==> config.mk <==
export PLATFORM = sky130hd
export DESIGN_NAME = sdram_axi_arb_flat
export DESIGN_NICKNAME = d
export VERILOG_FILES = /design/src/rtl/sdram_axi_pkg.sv /design/src/rtl/sdram_axi_arb_if.sv /design/src/rtl/sdram_axi_arb_sel.sv /design/src/rtl/sdram_axi_arb.sv /design/src/flat_wrapper.sv
export SDC_FILE = /design/constraint.sdc
export NUM_CORES = 1
export LEC_CHECK = 0
export BUFFER_PORTS_ARGS = -buffer_cell sky130_fd_sc_hd__buf_2
export CORE_AREA = 5 5 197 199
export CTS_CLUSTER_SIZE = 24
export DETAILED_ROUTE_END_ITERATION = 7
export DIE_AREA = 0 0 202 204
export GPL_ROUTABILITY_DRIVEN = 0
export SYNTH_ARGS = -nofsm -noshare
export SYNTH_HDL_FRONTEND = slang
export SYNTH_SLANG_ARGS = --single-unit
==> constraint.sdc <==
create_clock -name ACLK -period 1.65 [get_ports ACLK]
set_input_delay 0.0825 -clock ACLK [delete_from_list [all_inputs] [get_ports ACLK]]
set_output_delay 0.0825 -clock ACLK [all_outputs]
set_load 0.02 [all_outputs]
==> src/rtl/sdram_axi_pkg.sv <==
// rtl/sdram_axi_pkg.sv - shared states, response codes and port/grant constants for sdram_axi_arb
package sdram_axi_pkg;

  typedef enum logic [2:0] {
    IDLE = 3'd0,
    AR   = 3'd1,
    R    = 3'd2,
    WR   = 3'd3,
    B    = 3'd4
  } state_t;

  localparam logic [1:0] AXI_RESP_OKAY = 2'b00;

  localparam int PORT_S00 = 0;
  localparam int PORT_S01 = 1;

  localparam logic [1:0] GRANT_NONE = 2'b00;
  localparam logic [1:0] GRANT_S00  = 2'b01;
  localparam logic [1:0] GRANT_S01  = 2'b10;

endpackage

==> src/rtl/sdram_axi_arb_if.sv <==
// rtl/sdram_axi_arb_if.sv - AXI channel bundle; slave modport faces a requester, master modport faces the SDRAM slave
interface sdram_axi_arb_if #(
  parameter int ADDR_W = 32,
  parameter int DATA_W = 32
);
  logic              awvalid;
  logic              awready;
  logic [ADDR_W-1:0] awaddr;
  logic [7:0]        awlen;
  logic [1:0]        awburst;
  logic              wvalid;
  logic              wready;
  logic [DATA_W-1:0] wdata;
  logic [DATA_W/8-1:0] wstrb;
  logic              wlast;
  logic              bvalid;
  logic              bready;
  logic [1:0]        bresp;
  logic              arvalid;
  logic              arready;
  logic [ADDR_W-1:0] araddr;
  logic [7:0]        arlen;
  logic [1:0]        arburst;
  logic              rvalid;
  logic              rready;
  logic [DATA_W-1:0] rdata;
  logic [1:0]        rresp;
  logic              rlast;

  modport slave (
    input  awvalid, awaddr, awlen, awburst, wvalid, wdata, wstrb, wlast, bready,
           arvalid, araddr, arlen, arburst, rready,
    output awready, wready, bvalid, bresp, arready, rvalid, rdata, rresp, rlast
  );

  modport master (
    output awvalid, awaddr, awlen, awburst, wvalid, wdata, wstrb, wlast, bready,
           arvalid, araddr, arlen, arburst, rready,
    input  awready, wready, bvalid, bresp, arready, rvalid, rdata, rresp, rlast
  );
endinterface

==> src/rtl/sdram_axi_arb_sel.sv <==
// rtl/sdram_axi_arb_sel.sv - combinational grant decision; on contention the port other than i_last_grant wins
module sdram_axi_arb_sel
  import sdram_axi_pkg::*;
(
  input  logic [1:0] i_req,
  input  logic [1:0] i_last_grant,
  output logic [1:0] o_winner
);

  always_comb begin
    o_winner = GRANT_NONE;
    if (i_req == 2'b11) begin
      o_winner = (i_last_grant == GRANT_S00) ? GRANT_S01 : GRANT_S00;
    end else begin
      o_winner = i_req;
    end
  end

endmodule

==> src/rtl/sdram_axi_arb.sv <==
// rtl/sdram_axi_arb.sv - two-port AXI arbiter onto one SDRAM AXI slave, one transaction in flight
// SDRAM_AXI_ARB_RR_EN selects round-robin; otherwise S00 has fixed priority.
module sdram_axi_arb
  import sdram_axi_pkg::*;
#(
  parameter int ADDR_W = 32,
  parameter int DATA_W = 32
) (
  input  logic                  ACLK,
  input  logic                  ARSTN,
  sdram_axi_arb_if.slave        S00_AXI,
  sdram_axi_arb_if.slave        S01_AXI,
  sdram_axi_arb_if.master       M00_AXI,
  output logic [1:0]            grant_o
);

  state_t              r_state, w_state_n;
  logic [1:0]          r_grant, w_grant_n;
  logic                r_aw_done, r_w_done, w_aw_done_n, w_w_done_n;
  logic [1:0]          w_req, w_winner, w_last_grant;
  logic                w_win_aw, w_s01, w_g00, w_g01;
  logic                w_in_ar, w_in_r, w_in_wr, w_in_b;
  logic                w_aw_hs, w_w_last_hs;
  logic [ADDR_W-1:0]   w_awaddr, w_araddr;
  logic [DATA_W-1:0]   w_wdata;
  logic [DATA_W/8-1:0] w_wstrb;

  assign w_req = {S01_AXI.awvalid | S01_AXI.arvalid, S00_AXI.awvalid | S00_AXI.arvalid};

  sdram_axi_arb_sel u_sel (
    .i_req        (w_req),
    .i_last_grant (w_last_grant),
    .o_winner     (w_winner)
  );

`ifdef SDRAM_AXI_ARB_RR_EN
  logic [1:0] r_last_grant;
  always_ff @(posedge ACLK or negedge ARSTN) begin
    if (!ARSTN) begin
      r_last_grant <= GRANT_S01;
    end else if (r_state == IDLE && |w_req) begin
      r_last_grant <= w_winner;
    end
  end
  assign w_last_grant = r_last_grant;
`else
  // Pinning last_grant to S01 turns the round-robin selector into fixed S00 priority.
  assign w_last_grant = GRANT_S01;
`endif

  assign w_win_aw = w_winner[PORT_S01] ? S01_AXI.awvalid : S00_AXI.awvalid;
  assign w_g00    = r_grant[PORT_S00];
  assign w_g01    = r_grant[PORT_S01];
  assign w_s01    = w_g01;
  assign w_in_ar  = (r_state == AR);
  assign w_in_r   = (r_state == R);
  assign w_in_wr  = (r_state == WR);
  assign w_in_b   = (r_state == B);
  assign grant_o  = r_grant;

  always_ff @(posedge ACLK or negedge ARSTN) begin
    if (!ARSTN) begin
      r_state   <= IDLE;
      r_grant   <= GRANT_NONE;
      r_aw_done <= 1'b0;
      r_w_done  <= 1'b0;
    end else begin
      r_state   <= w_state_n;
      r_grant   <= w_grant_n;
      r_aw_done <= w_aw_done_n;
      r_w_done  <= w_w_done_n;
    end
  end

  assign w_aw_hs     = M00_AXI.awvalid & M00_AXI.awready;
  assign w_w_last_hs = M00_AXI.wvalid & M00_AXI.wready & M00_AXI.wlast;

  always_comb begin
    w_state_n   = r_state;
    w_grant_n   = r_grant;
    w_aw_done_n = r_aw_done;
    w_w_done_n  = r_w_done;
    case (r_state)
      IDLE: begin
        if (|w_req) begin
          w_grant_n = w_winner;
          w_state_n = w_win_aw ? WR : AR;
        end
      end
      AR: if (M00_AXI.arvalid && M00_AXI.arready) w_state_n = R;
      R: begin
        if (M00_AXI.rvalid && M00_AXI.rready && M00_AXI.rlast) begin
          w_state_n = IDLE;
          w_grant_n = GRANT_NONE;
        end
      end
      WR: begin
        w_aw_done_n = r_aw_done | w_aw_hs;
        w_w_done_n  = r_w_done | w_w_last_hs;
        if (w_aw_done_n && w_w_done_n) begin
          w_state_n   = B;
          w_aw_done_n = 1'b0;
          w_w_done_n  = 1'b0;
        end
      end
      B: begin
        if (M00_AXI.bvalid && M00_AXI.bready) begin
          w_state_n = IDLE;
          w_grant_n = GRANT_NONE;
        end
      end
      default: begin
        w_state_n = IDLE;
        w_grant_n = GRANT_NONE;
      end
    endcase
  end

  assign w_awaddr = w_s01 ? S01_AXI.awaddr : S00_AXI.awaddr;
  assign w_araddr = w_s01 ? S01_AXI.araddr : S00_AXI.araddr;
  assign w_wdata  = w_s01 ? S01_AXI.wdata  : S00_AXI.wdata;
  assign w_wstrb  = w_s01 ? S01_AXI.wstrb  : S00_AXI.wstrb;

  assign M00_AXI.awvalid = w_in_wr & ~r_aw_done & (w_s01 ? S01_AXI.awvalid : S00_AXI.awvalid);
  assign M00_AXI.awaddr  = w_awaddr;
  assign M00_AXI.awlen   = w_s01 ? S01_AXI.awlen   : S00_AXI.awlen;
  assign M00_AXI.awburst = w_s01 ? S01_AXI.awburst : S00_AXI.awburst;
  assign M00_AXI.wvalid  = w_in_wr & ~r_w_done & (w_s01 ? S01_AXI.wvalid : S00_AXI.wvalid);
  assign M00_AXI.wdata   = w_wdata;
  assign M00_AXI.wstrb   = w_wstrb;
  assign M00_AXI.wlast   = w_s01 ? S01_AXI.wlast : S00_AXI.wlast;
  assign M00_AXI.bready  = w_in_b & (w_s01 ? S01_AXI.bready : S00_AXI.bready);
  assign M00_AXI.arvalid = w_in_ar & (w_s01 ? S01_AXI.arvalid : S00_AXI.arvalid);
  assign M00_AXI.araddr  = w_araddr;
  assign M00_AXI.arlen   = w_s01 ? S01_AXI.arlen   : S00_AXI.arlen;
  assign M00_AXI.arburst = w_s01 ? S01_AXI.arburst : S00_AXI.arburst;
  assign M00_AXI.rready  = w_in_r & (w_s01 ? S01_AXI.rready : S00_AXI.rready);

  // Requester-side returns are gated by both ownership and the phase, so a loser sees all zeros.
  assign S00_AXI.awready = w_g00 & w_in_wr & ~r_aw_done & M00_AXI.awready;
  assign S00_AXI.wready  = w_g00 & w_in_wr & ~r_w_done & M00_AXI.wready;
  assign S00_AXI.bvalid  = w_g00 & w_in_b & M00_AXI.bvalid;
  assign S00_AXI.bresp   = (w_g00 & w_in_b) ? M00_AXI.bresp : AXI_RESP_OKAY;
  assign S00_AXI.arready = w_g00 & w_in_ar & M00_AXI.arready;
  assign S00_AXI.rvalid  = w_g00 & w_in_r & M00_AXI.rvalid;
  assign S00_AXI.rdata   = (w_g00 & w_in_r) ? M00_AXI.rdata : '0;
  assign S00_AXI.rresp   = (w_g00 & w_in_r) ? M00_AXI.rresp : AXI_RESP_OKAY;
  assign S00_AXI.rlast   = w_g00 & w_in_r & M00_AXI.rlast;

  assign S01_AXI.awready = w_g01 & w_in_wr & ~r_aw_done & M00_AXI.awready;
  assign S01_AXI.wready  = w_g01 & w_in_wr & ~r_w_done & M00_AXI.wready;
  assign S01_AXI.bvalid  = w_g01 & w_in_b & M00_AXI.bvalid;
  assign S01_AXI.bresp   = (w_g01 & w_in_b) ? M00_AXI.bresp : AXI_RESP_OKAY;
  assign S01_AXI.arready = w_g01 & w_in_ar & M00_AXI.arready;
  assign S01_AXI.rvalid  = w_g01 & w_in_r & M00_AXI.rvalid;
  assign S01_AXI.rdata   = (w_g01 & w_in_r) ? M00_AXI.rdata : '0;
  assign S01_AXI.rresp   = (w_g01 & w_in_r) ? M00_AXI.rresp : AXI_RESP_OKAY;
  assign S01_AXI.rlast   = w_g01 & w_in_r & M00_AXI.rlast;

endmodule

==> src/flat_wrapper.sv <==
// flat-port wrapper written by rule: the top's interface ports become plain ports
module sdram_axi_arb_flat import sdram_axi_pkg::*;
#(
  parameter int ADDR_W = 32,
  parameter int DATA_W = 32
)
  (ACLK, ARSTN, grant_o, S00_AXI_awvalid, S00_AXI_awaddr, S00_AXI_awlen, S00_AXI_awburst, S00_AXI_wvalid, S00_AXI_wdata, S00_AXI_wstrb, S00_AXI_wlast, S00_AXI_bready, S00_AXI_arvalid, S00_AXI_araddr, S00_AXI_arlen, S00_AXI_arburst, S00_AXI_rready, S00_AXI_awready, S00_AXI_wready, S00_AXI_bvalid, S00_AXI_bresp, S00_AXI_arready, S00_AXI_rvalid, S00_AXI_rdata, S00_AXI_rresp, S00_AXI_rlast, S01_AXI_awvalid, S01_AXI_awaddr, S01_AXI_awlen, S01_AXI_awburst, S01_AXI_wvalid, S01_AXI_wdata, S01_AXI_wstrb, S01_AXI_wlast, S01_AXI_bready, S01_AXI_arvalid, S01_AXI_araddr, S01_AXI_arlen, S01_AXI_arburst, S01_AXI_rready, S01_AXI_awready, S01_AXI_wready, S01_AXI_bvalid, S01_AXI_bresp, S01_AXI_arready, S01_AXI_rvalid, S01_AXI_rdata, S01_AXI_rresp, S01_AXI_rlast, M00_AXI_awvalid, M00_AXI_awaddr, M00_AXI_awlen, M00_AXI_awburst, M00_AXI_wvalid, M00_AXI_wdata, M00_AXI_wstrb, M00_AXI_wlast, M00_AXI_bready, M00_AXI_arvalid, M00_AXI_araddr, M00_AXI_arlen, M00_AXI_arburst, M00_AXI_rready, M00_AXI_awready, M00_AXI_wready, M00_AXI_bvalid, M00_AXI_bresp, M00_AXI_arready, M00_AXI_rvalid, M00_AXI_rdata, M00_AXI_rresp, M00_AXI_rlast);
  sdram_axi_arb_if #(.ADDR_W(ADDR_W), .DATA_W(DATA_W)) S00_AXI_i ();
  sdram_axi_arb_if #(.ADDR_W(ADDR_W), .DATA_W(DATA_W)) S01_AXI_i ();
  sdram_axi_arb_if #(.ADDR_W(ADDR_W), .DATA_W(DATA_W)) M00_AXI_i ();
  input  logic ACLK;
  input  logic ARSTN;
  output logic [1:0] grant_o;
  input wire logic [$bits(S00_AXI_i.awvalid)-1:0] S00_AXI_awvalid;
  input wire logic [$bits(S00_AXI_i.awaddr)-1:0] S00_AXI_awaddr;
  input wire logic [$bits(S00_AXI_i.awlen)-1:0] S00_AXI_awlen;
  input wire logic [$bits(S00_AXI_i.awburst)-1:0] S00_AXI_awburst;
  input wire logic [$bits(S00_AXI_i.wvalid)-1:0] S00_AXI_wvalid;
  input wire logic [$bits(S00_AXI_i.wdata)-1:0] S00_AXI_wdata;
  input wire logic [$bits(S00_AXI_i.wstrb)-1:0] S00_AXI_wstrb;
  input wire logic [$bits(S00_AXI_i.wlast)-1:0] S00_AXI_wlast;
  input wire logic [$bits(S00_AXI_i.bready)-1:0] S00_AXI_bready;
  input wire logic [$bits(S00_AXI_i.arvalid)-1:0] S00_AXI_arvalid;
  input wire logic [$bits(S00_AXI_i.araddr)-1:0] S00_AXI_araddr;
  input wire logic [$bits(S00_AXI_i.arlen)-1:0] S00_AXI_arlen;
  input wire logic [$bits(S00_AXI_i.arburst)-1:0] S00_AXI_arburst;
  input wire logic [$bits(S00_AXI_i.rready)-1:0] S00_AXI_rready;
  output wire logic [$bits(S00_AXI_i.awready)-1:0] S00_AXI_awready;
  output wire logic [$bits(S00_AXI_i.wready)-1:0] S00_AXI_wready;
  output wire logic [$bits(S00_AXI_i.bvalid)-1:0] S00_AXI_bvalid;
  output wire logic [$bits(S00_AXI_i.bresp)-1:0] S00_AXI_bresp;
  output wire logic [$bits(S00_AXI_i.arready)-1:0] S00_AXI_arready;
  output wire logic [$bits(S00_AXI_i.rvalid)-1:0] S00_AXI_rvalid;
  output wire logic [$bits(S00_AXI_i.rdata)-1:0] S00_AXI_rdata;
  output wire logic [$bits(S00_AXI_i.rresp)-1:0] S00_AXI_rresp;
  output wire logic [$bits(S00_AXI_i.rlast)-1:0] S00_AXI_rlast;
  input wire logic [$bits(S01_AXI_i.awvalid)-1:0] S01_AXI_awvalid;
  input wire logic [$bits(S01_AXI_i.awaddr)-1:0] S01_AXI_awaddr;
  input wire logic [$bits(S01_AXI_i.awlen)-1:0] S01_AXI_awlen;
  input wire logic [$bits(S01_AXI_i.awburst)-1:0] S01_AXI_awburst;
  input wire logic [$bits(S01_AXI_i.wvalid)-1:0] S01_AXI_wvalid;
  input wire logic [$bits(S01_AXI_i.wdata)-1:0] S01_AXI_wdata;
  input wire logic [$bits(S01_AXI_i.wstrb)-1:0] S01_AXI_wstrb;
  input wire logic [$bits(S01_AXI_i.wlast)-1:0] S01_AXI_wlast;
  input wire logic [$bits(S01_AXI_i.bready)-1:0] S01_AXI_bready;
  input wire logic [$bits(S01_AXI_i.arvalid)-1:0] S01_AXI_arvalid;
  input wire logic [$bits(S01_AXI_i.araddr)-1:0] S01_AXI_araddr;
  input wire logic [$bits(S01_AXI_i.arlen)-1:0] S01_AXI_arlen;
  input wire logic [$bits(S01_AXI_i.arburst)-1:0] S01_AXI_arburst;
  input wire logic [$bits(S01_AXI_i.rready)-1:0] S01_AXI_rready;
  output wire logic [$bits(S01_AXI_i.awready)-1:0] S01_AXI_awready;
  output wire logic [$bits(S01_AXI_i.wready)-1:0] S01_AXI_wready;
  output wire logic [$bits(S01_AXI_i.bvalid)-1:0] S01_AXI_bvalid;
  output wire logic [$bits(S01_AXI_i.bresp)-1:0] S01_AXI_bresp;
  output wire logic [$bits(S01_AXI_i.arready)-1:0] S01_AXI_arready;
  output wire logic [$bits(S01_AXI_i.rvalid)-1:0] S01_AXI_rvalid;
  output wire logic [$bits(S01_AXI_i.rdata)-1:0] S01_AXI_rdata;
  output wire logic [$bits(S01_AXI_i.rresp)-1:0] S01_AXI_rresp;
  output wire logic [$bits(S01_AXI_i.rlast)-1:0] S01_AXI_rlast;
  output wire logic [$bits(M00_AXI_i.awvalid)-1:0] M00_AXI_awvalid;
  output wire logic [$bits(M00_AXI_i.awaddr)-1:0] M00_AXI_awaddr;
  output wire logic [$bits(M00_AXI_i.awlen)-1:0] M00_AXI_awlen;
  output wire logic [$bits(M00_AXI_i.awburst)-1:0] M00_AXI_awburst;
  output wire logic [$bits(M00_AXI_i.wvalid)-1:0] M00_AXI_wvalid;
  output wire logic [$bits(M00_AXI_i.wdata)-1:0] M00_AXI_wdata;
  output wire logic [$bits(M00_AXI_i.wstrb)-1:0] M00_AXI_wstrb;
  output wire logic [$bits(M00_AXI_i.wlast)-1:0] M00_AXI_wlast;
  output wire logic [$bits(M00_AXI_i.bready)-1:0] M00_AXI_bready;
  output wire logic [$bits(M00_AXI_i.arvalid)-1:0] M00_AXI_arvalid;
  output wire logic [$bits(M00_AXI_i.araddr)-1:0] M00_AXI_araddr;
  output wire logic [$bits(M00_AXI_i.arlen)-1:0] M00_AXI_arlen;
  output wire logic [$bits(M00_AXI_i.arburst)-1:0] M00_AXI_arburst;
  output wire logic [$bits(M00_AXI_i.rready)-1:0] M00_AXI_rready;
  input wire logic [$bits(M00_AXI_i.awready)-1:0] M00_AXI_awready;
  input wire logic [$bits(M00_AXI_i.wready)-1:0] M00_AXI_wready;
  input wire logic [$bits(M00_AXI_i.bvalid)-1:0] M00_AXI_bvalid;
  input wire logic [$bits(M00_AXI_i.bresp)-1:0] M00_AXI_bresp;
  input wire logic [$bits(M00_AXI_i.arready)-1:0] M00_AXI_arready;
  input wire logic [$bits(M00_AXI_i.rvalid)-1:0] M00_AXI_rvalid;
  input wire logic [$bits(M00_AXI_i.rdata)-1:0] M00_AXI_rdata;
  input wire logic [$bits(M00_AXI_i.rresp)-1:0] M00_AXI_rresp;
  input wire logic [$bits(M00_AXI_i.rlast)-1:0] M00_AXI_rlast;
  assign S00_AXI_i.awvalid = S00_AXI_awvalid;
  assign S00_AXI_i.awaddr = S00_AXI_awaddr;
  assign S00_AXI_i.awlen = S00_AXI_awlen;
  assign S00_AXI_i.awburst = S00_AXI_awburst;
  assign S00_AXI_i.wvalid = S00_AXI_wvalid;
  assign S00_AXI_i.wdata = S00_AXI_wdata;
  assign S00_AXI_i.wstrb = S00_AXI_wstrb;
  assign S00_AXI_i.wlast = S00_AXI_wlast;
  assign S00_AXI_i.bready = S00_AXI_bready;
  assign S00_AXI_i.arvalid = S00_AXI_arvalid;
  assign S00_AXI_i.araddr = S00_AXI_araddr;
  assign S00_AXI_i.arlen = S00_AXI_arlen;
  assign S00_AXI_i.arburst = S00_AXI_arburst;
  assign S00_AXI_i.rready = S00_AXI_rready;
  assign S00_AXI_awready = S00_AXI_i.awready;
  assign S00_AXI_wready = S00_AXI_i.wready;
  assign S00_AXI_bvalid = S00_AXI_i.bvalid;
  assign S00_AXI_bresp = S00_AXI_i.bresp;
  assign S00_AXI_arready = S00_AXI_i.arready;
  assign S00_AXI_rvalid = S00_AXI_i.rvalid;
  assign S00_AXI_rdata = S00_AXI_i.rdata;
  assign S00_AXI_rresp = S00_AXI_i.rresp;
  assign S00_AXI_rlast = S00_AXI_i.rlast;
  assign S01_AXI_i.awvalid = S01_AXI_awvalid;
  assign S01_AXI_i.awaddr = S01_AXI_awaddr;
  assign S01_AXI_i.awlen = S01_AXI_awlen;
  assign S01_AXI_i.awburst = S01_AXI_awburst;
  assign S01_AXI_i.wvalid = S01_AXI_wvalid;
  assign S01_AXI_i.wdata = S01_AXI_wdata;
  assign S01_AXI_i.wstrb = S01_AXI_wstrb;
  assign S01_AXI_i.wlast = S01_AXI_wlast;
  assign S01_AXI_i.bready = S01_AXI_bready;
  assign S01_AXI_i.arvalid = S01_AXI_arvalid;
  assign S01_AXI_i.araddr = S01_AXI_araddr;
  assign S01_AXI_i.arlen = S01_AXI_arlen;
  assign S01_AXI_i.arburst = S01_AXI_arburst;
  assign S01_AXI_i.rready = S01_AXI_rready;
  assign S01_AXI_awready = S01_AXI_i.awready;
  assign S01_AXI_wready = S01_AXI_i.wready;
  assign S01_AXI_bvalid = S01_AXI_i.bvalid;
  assign S01_AXI_bresp = S01_AXI_i.bresp;
  assign S01_AXI_arready = S01_AXI_i.arready;
  assign S01_AXI_rvalid = S01_AXI_i.rvalid;
  assign S01_AXI_rdata = S01_AXI_i.rdata;
  assign S01_AXI_rresp = S01_AXI_i.rresp;
  assign S01_AXI_rlast = S01_AXI_i.rlast;
  assign M00_AXI_awvalid = M00_AXI_i.awvalid;
  assign M00_AXI_awaddr = M00_AXI_i.awaddr;
  assign M00_AXI_awlen = M00_AXI_i.awlen;
  assign M00_AXI_awburst = M00_AXI_i.awburst;
  assign M00_AXI_wvalid = M00_AXI_i.wvalid;
  assign M00_AXI_wdata = M00_AXI_i.wdata;
  assign M00_AXI_wstrb = M00_AXI_i.wstrb;
  assign M00_AXI_wlast = M00_AXI_i.wlast;
  assign M00_AXI_bready = M00_AXI_i.bready;
  assign M00_AXI_arvalid = M00_AXI_i.arvalid;
  assign M00_AXI_araddr = M00_AXI_i.araddr;
  assign M00_AXI_arlen = M00_AXI_i.arlen;
  assign M00_AXI_arburst = M00_AXI_i.arburst;
  assign M00_AXI_rready = M00_AXI_i.rready;
  assign M00_AXI_i.awready = M00_AXI_awready;
  assign M00_AXI_i.wready = M00_AXI_wready;
  assign M00_AXI_i.bvalid = M00_AXI_bvalid;
  assign M00_AXI_i.bresp = M00_AXI_bresp;
  assign M00_AXI_i.arready = M00_AXI_arready;
  assign M00_AXI_i.rvalid = M00_AXI_rvalid;
  assign M00_AXI_i.rdata = M00_AXI_rdata;
  assign M00_AXI_i.rresp = M00_AXI_rresp;
  assign M00_AXI_i.rlast = M00_AXI_rlast;
  sdram_axi_arb #(.ADDR_W(ADDR_W), .DATA_W(DATA_W)) u_core (.ACLK(ACLK), .ARSTN(ARSTN), .S00_AXI(S00_AXI_i), .S01_AXI(S01_AXI_i), .M00_AXI(M00_AXI_i), .grant_o(grant_o));
endmodule
==> metrics.txt, run 1 <==
status=finished with violations; failing checks=negative setup slack; initial antenna violation count=18; via/cell ratio=3.66; CP Launch Type=register; CTS max path bufs=2; post-synth cell types=36; site row count=between 70 and 80; Worst EP arrival=roughly 1.7 ns; R2R Setup Slk=-0.02 ns; CTS H-Tree Depth=1; core region area=0.0370 mm^2; total design power=8.38 mW; Post-Syn Area=0.00257 mm^2; register bit total from synthesis=7; syn_area_per_cell=roughly 8.7 um^2; critical setup path kind=register to output port; worst-margin pin slew=about 0.33 ns; Peak Freq=between 0.5 and 0.6 GHz; die area=between 0.04 and 0.05 mm^2; Critical Path Source=u_core.r_state[2]$_DFFE_PN0P_; Skew-Pair Late Insertion Delay=approximately 0.23 ns; hold path depth=3; Worst setup EP type=output port; Die X=between 200 and 250 um; Post-synth EDFFs=0; skew final=about 0.0018 ns; hold path start=S01_AXI_arvalid; area delta synth->final=171%; VDD IR max=~0.7 mV; Syn Inst Count=between 200 and 300; fin. max-slew vios=0; CTS Buf Count=3; DRC=0; post-DR wirelength/cell=22.4 um; crit path time final=around 1.7 ns; syn_nets=between 500 and 600; global-route wire length before repair=between 30 and 40 mm; Ys Warns=0; FF-to-FF path depth=5; Net count, final=between 1k and 1.5k; Seq/Total Area, Yosys=between 6 and 7%; top cell type's share of synthesized area=between 40% and 50%; Tcrit/Tclk final=105%; largest net degree at the start of global routing=50; Setup Viol. Count Final=roughly 140; drt first pass iters=4; I/O Buffers=roughly 510; CTS Sinks=7; P per Cell Area=around 1200 mW/mm^2; IO Count=just over 500; total global-route track usage=12.4%; number of global-route vias before repair=between 4k and 5k; grt ovf=0; clk slew on worst S/H paths=0.04 ns; Initial DRC Count=between 150 and 200; Reg-to-Reg Start=u_core.grant_o[1]$_DFFE_PN0P_; via count=4725; WP data required=1.57 ns; DPL Wire Length=~25 mm; Detail Route Antenna Nets=0; Leak=approximately 3.8 nW; Slew headroom=slightly below 80%; Hold Path Class=primary input to register; top cells by area, synth=mux2_1 (49%), and3_1 (20%), dfrtp_1 (6.8%), mux2_2 (4.8%), buf_2 (4.1%); crit path max fanout=24; fin util=between 10% and 20%; number of max-cap violations=0; final hold vios=0; CTS tree=built; DIE HEIGHT=just over 200 um; Initial Util=~6.9%; final worst slack=-0.0907 ns; Synth area leader=mux2_1; RSZ-0062 raised after global routing=yes; Clock Root Buffer=clkbuf_16; prevailing post-synth register cell=dfrtp_1; Reg-to-Reg End=u_core.grant_o[0]$_DFFE_PN0P_; asr flop ratio synth=100%; Min-Delay Endpoint=u_core.grant_o[1]$_DFFE_PN0P_; layout cells sized above 1=76.2%; final wirelength=between 20 and 30 mm
[critical path, cell delays in order, from the launching register on]
cell and delay, ns:
dfrtp_1 0.40, buf_6 0.13, nor3b_2 0.19, buf_6 0.18, clkbuf_16 0.19, and3_1 0.18, buf_6 0.14
[through the flow]
step | hold WS (ns) | std cells | TNS (ns) | instance area [um^2] | setup WS, ns
5_1_grt | 0.173 | 1291 | -16.12 | 6960 | -0.150
6_report | 0.169 | 1291 | -6.10 | 6960 | -0.0907
3_3_place_gp | -0.0707 | 1265 | 0 | 5780 | 0.0386
4_1_cts | 0.172 | 1277 | -4.85 | 6290 | -0.0858
3_5_place_dp | -0.0701 | 1265 | -0.00157 | 5780 | -0.00157
2_1_floorplan | -0.213 | 295 | 0 | 2570 | 0.00502
[worst max-delay path by stage]
stage | end | slack, ns
floorplan | M00_AXI_araddr[0] | 0.005
global placement | M00_AXI_wdata[11] | 0.04
detailed placement | M00_AXI_wdata[11] | -0.002
CTS | S00_AXI_rdata[29] | -0.09
global route | S01_AXI_rdata[28] | -0.15
finish | S01_AXI_rdata[2] | -0.09
[cells by family (layout without fill, tap and decap cells)]
group	count (synthesis)	count (layout)	share of synthesized area [%]
AO/OA/AOI/OAI	19	19	6.28
buffers and inverters	34	554	5.99
flip-flops	7	7	6.82
multiplexers	125	125	54.7
other	0	2	0
AND/OR/NAND/NOR	110	110	26.3
[report_power, final]
part	total (mW)	internal [mW]	switching (mW)
combinational	7.56	3.55	4.01
sequential	0.407	0.262	0.145
clock	0.415	0.322	0.0935
total	8.38	4.13	4.25
[layout by cell type (no fill, tap or decap), types with 2 or more instances in the layout]
cell	instances
dfrtp_1	5
buf_2	402
buf_4	36
nor3b_2	2
buf_8	3
o31ai_1	2
inv_1	2
clkbuf_16	8
buf_12	5
clkbuf_4	3
o22a_1	3
mux2_1	85
nor2_1	5
and3_4	16
nor3_1	2
and2_1	2
nor2b_2	3
mux2_2	19
nand2_1	2
and3_1	68
mux2i_1	3
diode_2	2
buf_6	91
buf_16	2
nor2_2	3
mux2_4	18
[flip-flops by register name, indices dropped and copies added, names as in the netlist]
signal            count
u_core.grant_o        2
u_core.r_state        3
u_core.r_aw_done      1
u_core.r_w_done       1
[layer usage]
metal	part of all wire, %	GRT usage, %
met3	9.6	4.16
met2	54	24.8
met4	2.3	1.78
met5	0.045	0
met1	34	12.6
[cell type report]
cell class                      count  area (um^2)
Antenna cell                        2         5.00
Clock buffer                        4         78.8
Fill cell                        4160        30100
Inverter                            2         7.51
Multi-Input combinational cell    254         2430
Sequential cell                     7          180
Tap cell                          474          593
Timing Repair Buffer              548         3660
[cell usage after synthesis (2+ instances only)]
master    count
dfrtp_1       7
o22a_1        3
nor3b_1       2
mux2_2       11
nor2b_1       3
mux2_1      111
inv_1         2
mux2i_1       3
nor3_1        2
nand2_1       2
a211oi_1      2
and2_1        2
nor2_1        8
clkbuf_1     10
and3_1       84
nand2b_1      2
o31ai_1       2
buf_2        21
[repair_timing]
action / 4_1_cts / 5_1_grt
hold buffers: 1 / 0
resized for setup: 123 / 154
gates cloned: 0 / 6
setup buffers: 7 / 6
pin swaps: 0 / 7
setup endpoints to repair: 207 / 195
endpoints found under the hold margin: 7 / 0
(Power assumes the default switching activity.)
==> run 2, diff against run 1 <==
--- a/config.mk
+++ b/config.mk
@@ -11,6 +11,7 @@
 export DETAILED_ROUTE_END_ITERATION = 7
 export DIE_AREA = 0 0 202 204
 export GPL_ROUTABILITY_DRIVEN = 0
+export SETUP_SLACK_MARGIN = 0.02
 export SYNTH_ARGS = -nofsm -noshare
 export SYNTH_HDL_FRONTEND = slang
 export SYNTH_SLANG_ARGS = --single-unit
==> run 2 against run 1 <==
Net effect: critical path type unchanged; clock-buffer cell count is the same; core utilization increased by 0.21 points; critical endpoint is now S01_AXI_rdata[28]; via count grew 1.2%; the run still ends with negative setup slack left; critical path depth did not move; maximum frequency about the same; combinational power increased by 2%; final area increased by 1.1%; highest routed layer unchanged; sequential power grew 1%.
==> metrics.txt, run 2 (synthesis gave the netlist of run 1 again) <==
commonest non-fill, non-tap cells in the layout=buf_2 (396), buf_6 (97), mux2_1 (82), and3_1 (69), buf_4 (39); FF-to-FF path depth=5 (unchanged); critical path's slowest cell=dfrtp_1; RSZ-0062 raised after global routing=yes; Leak=3.79 nW (+1.1%); global-route wire length before repair=36.3 mm (unchanged); CTS Sinks=7 (unchanged); fin util=19.0% (+0.21 points); R2R Setup Slk=-0.03 ns (about the same); via/cell ratio=3.70 (+1.1%); Reg with most FFs=u_core.r_state; Crit path top cell by count=buf_6; final hold vios=0 (unchanged); CTS max path bufs=2 (unchanged); CTS Buf Count=3 (unchanged); Reg-to-Reg Start=u_core.grant_o[1]$_DFFE_PN0P_; total global-route track usage=12.4% (unchanged); Min Hold Slack=0.170 ns (+0.00155 ns); Clock Root Buffer=clkbuf_16; VDD IR max=0.631 mV (-9.6%); worst stage delay on the critical path=0.40 ns (about the same); crit path max fanout=24 (unchanged); total design power=8.56 mW (+2.1%); IO Count=508 (unchanged); drt first pass iters=4 (unchanged); layout cells sized above 1=76.7% (+0.55 points); core region area=0.0370 mm^2 (unchanged); hold path start=S01_AXI_arvalid; CTS H-Tree Depth=1 (unchanged); post-place instance area=0.00578 mm^2 (unchanged); die area=0.0412 mm^2 (unchanged); number of global-route vias before repair=4799 (+0.042%); Peak Freq=0.575 GHz (about the same); number of flip-flops in the largest register=3 (unchanged); worst path bufs/invs=4 (unchanged); Net count, final=1114 (+0.18%); DRC=0 (unchanged); critical setup path kind=register to output port; failing checks=negative setup slack; worst-path cell chain=buf_6, nor3b_2, buf_6, clkbuf_16, and3_1, buf_6; initial antenna violation count=18 (unchanged); fin. max-slew vios=0 (unchanged); Detail Route Antenna Nets=0 (unchanged); final worst slack=-0.0905 ns (+0.000276 ns); Tcrit/Tclk final=105% (about the same); Initial DRC Count=151 (-12%); crit path time final=1.74 ns (-0.000276 ns); number of max-cap violations=0 (unchanged); largest net degree at the start of global routing=50 (unchanged); site row count=71 (unchanged); via count=4783 (+1.2%); CP Launch Type=register; Min-Delay Endpoint=u_core.grant_o[1]$_DFFE_PN0P_; CP top delay family=buffers and inverters; clk slew on worst S/H paths=0.04 ns (about the same); Hold Path Class=primary input to register; fin area=0.00704 mm^2 (+1.1%); skew final=0.00170 ns (-0.000118 ns); Initial Util=6.93% (unchanged); Setup Viol. Count Final=144 (+1.4%); Non-Filler Instances=1293 (+0.15%); DPL Wire Length=25.5 mm (unchanged); Worst setup EP type=output port; DIE HEIGHT=204 um (unchanged); post-DR wirelength/cell=22.6 um (+1.0%); most common cell after layout, fill and taps aside=buf_2; Critical Path Source=u_core.r_state[2]$_DFFE_PN0P_; status=finished with violations; Inst Count DP=1265 (unchanged); Reg-to-Reg End=u_core.grant_o[0]$_DFFE_PN0P_; P per Cell Area=1220 mW/mm^2 (+0.98%); Slew headroom=78.7% (+0.71 points); CTS tree=built; grt ovf=0 (unchanged); worst-margin pin slew=0.316 ns (-0.0105 ns); I/O Buffers=507 (unchanged); area delta synth->final=174%; Die X=202 um (unchanged); final wirelength=29.2 mm (+1.2%); Skew-Pair Late Insertion Delay=0.23 ns (about the same); WP data required=1.57 ns (about the same); Worst EP arrival=1.66 ns (about the same); hold path depth=3 (unchanged)
-- run 2: repair_timing --
item | 4_1_cts | 5_1_grt
pin swaps | 0 | 7
endpoints found under the hold margin | 7 | 0
setup endpoints to repair | 209 | 204
cloned | 0 | 6
resized for setup | 121 | 173
setup buffers | 7 | 8
hold buffers | 1 | 0
-- run 2: per-layer routing --
metal  wire length [um]  global-route usage [%]  up-vias
met5                 13                       0        -
met4                556                    1.78        2
met3               2800                    4.16       38
met2              15900                    24.8      352
met1               9900                    12.6     2226
li1                   -                       -     2165
-- run 2: worst register-to-register path: stages, from the launching register on --
cell      delay (ns)
dfrtp_4         0.53
buf_4           0.19
mux2i_1         0.16
o21ai_1         0.30
o311ai_0        0.20
o22a_1          0.20
-- run 2: worst max path at each step --
| stage | endpoint | slack [ns] | cells past startpoint |
|---|---|---|---|
| after CTS | S00_AXI_rdata[29] | -0.09 | 6 |
| after global placement | M00_AXI_wdata[11] | 0.04 | 4 |
| after detailed placement | M00_AXI_wdata[11] | -0.002 | 4 |
| final | S01_AXI_rdata[28] | -0.09 | 6 |
| after global routing | S01_AXI_rdata[28] | -0.15 | 6 |
| after floorplan | M00_AXI_araddr[0] | 0.005 | 4 |
-- run 2: metrics by stage --
| stage | setup WS [ns] | setup TNS [ns] |
|---|---|---|
| 4_1_cts | -0.0858 | -4.90 |
| 5_1_grt | -0.150 | -16.04 |
| 2_1_floorplan | 0.00502 | 0 |
| 3_3_place_gp | 0.0386 | 0 |
| 3_5_place_dp | -0.00157 | -0.00157 |
| 6_report | -0.0905 | -6.03 |
-- run 2: area by class of cell --
cell class / instances / area (um^2)
Multi-Input combinational cell: 254 / 2460
Tap cell: 474 / 593
Antenna cell: 2 / 5.00
Clock buffer: 4 / 78.8
Inverter: 2 / 7.51
Fill cell: 4160 / 30000
Sequential cell: 7 / 180
Timing Repair Buffer: 550 / 3720
-- run 2: report_power, final --
part	leakage, nW	internal (mW)	total [mW]	switching [mW]
Clock	0.0382	0.322	0.415	0.0929
Sequential	0.0857	0.262	0.412	0.149
Combinational	3.67	3.67	7.73	4.07
Total	3.79	4.25	8.56	4.31
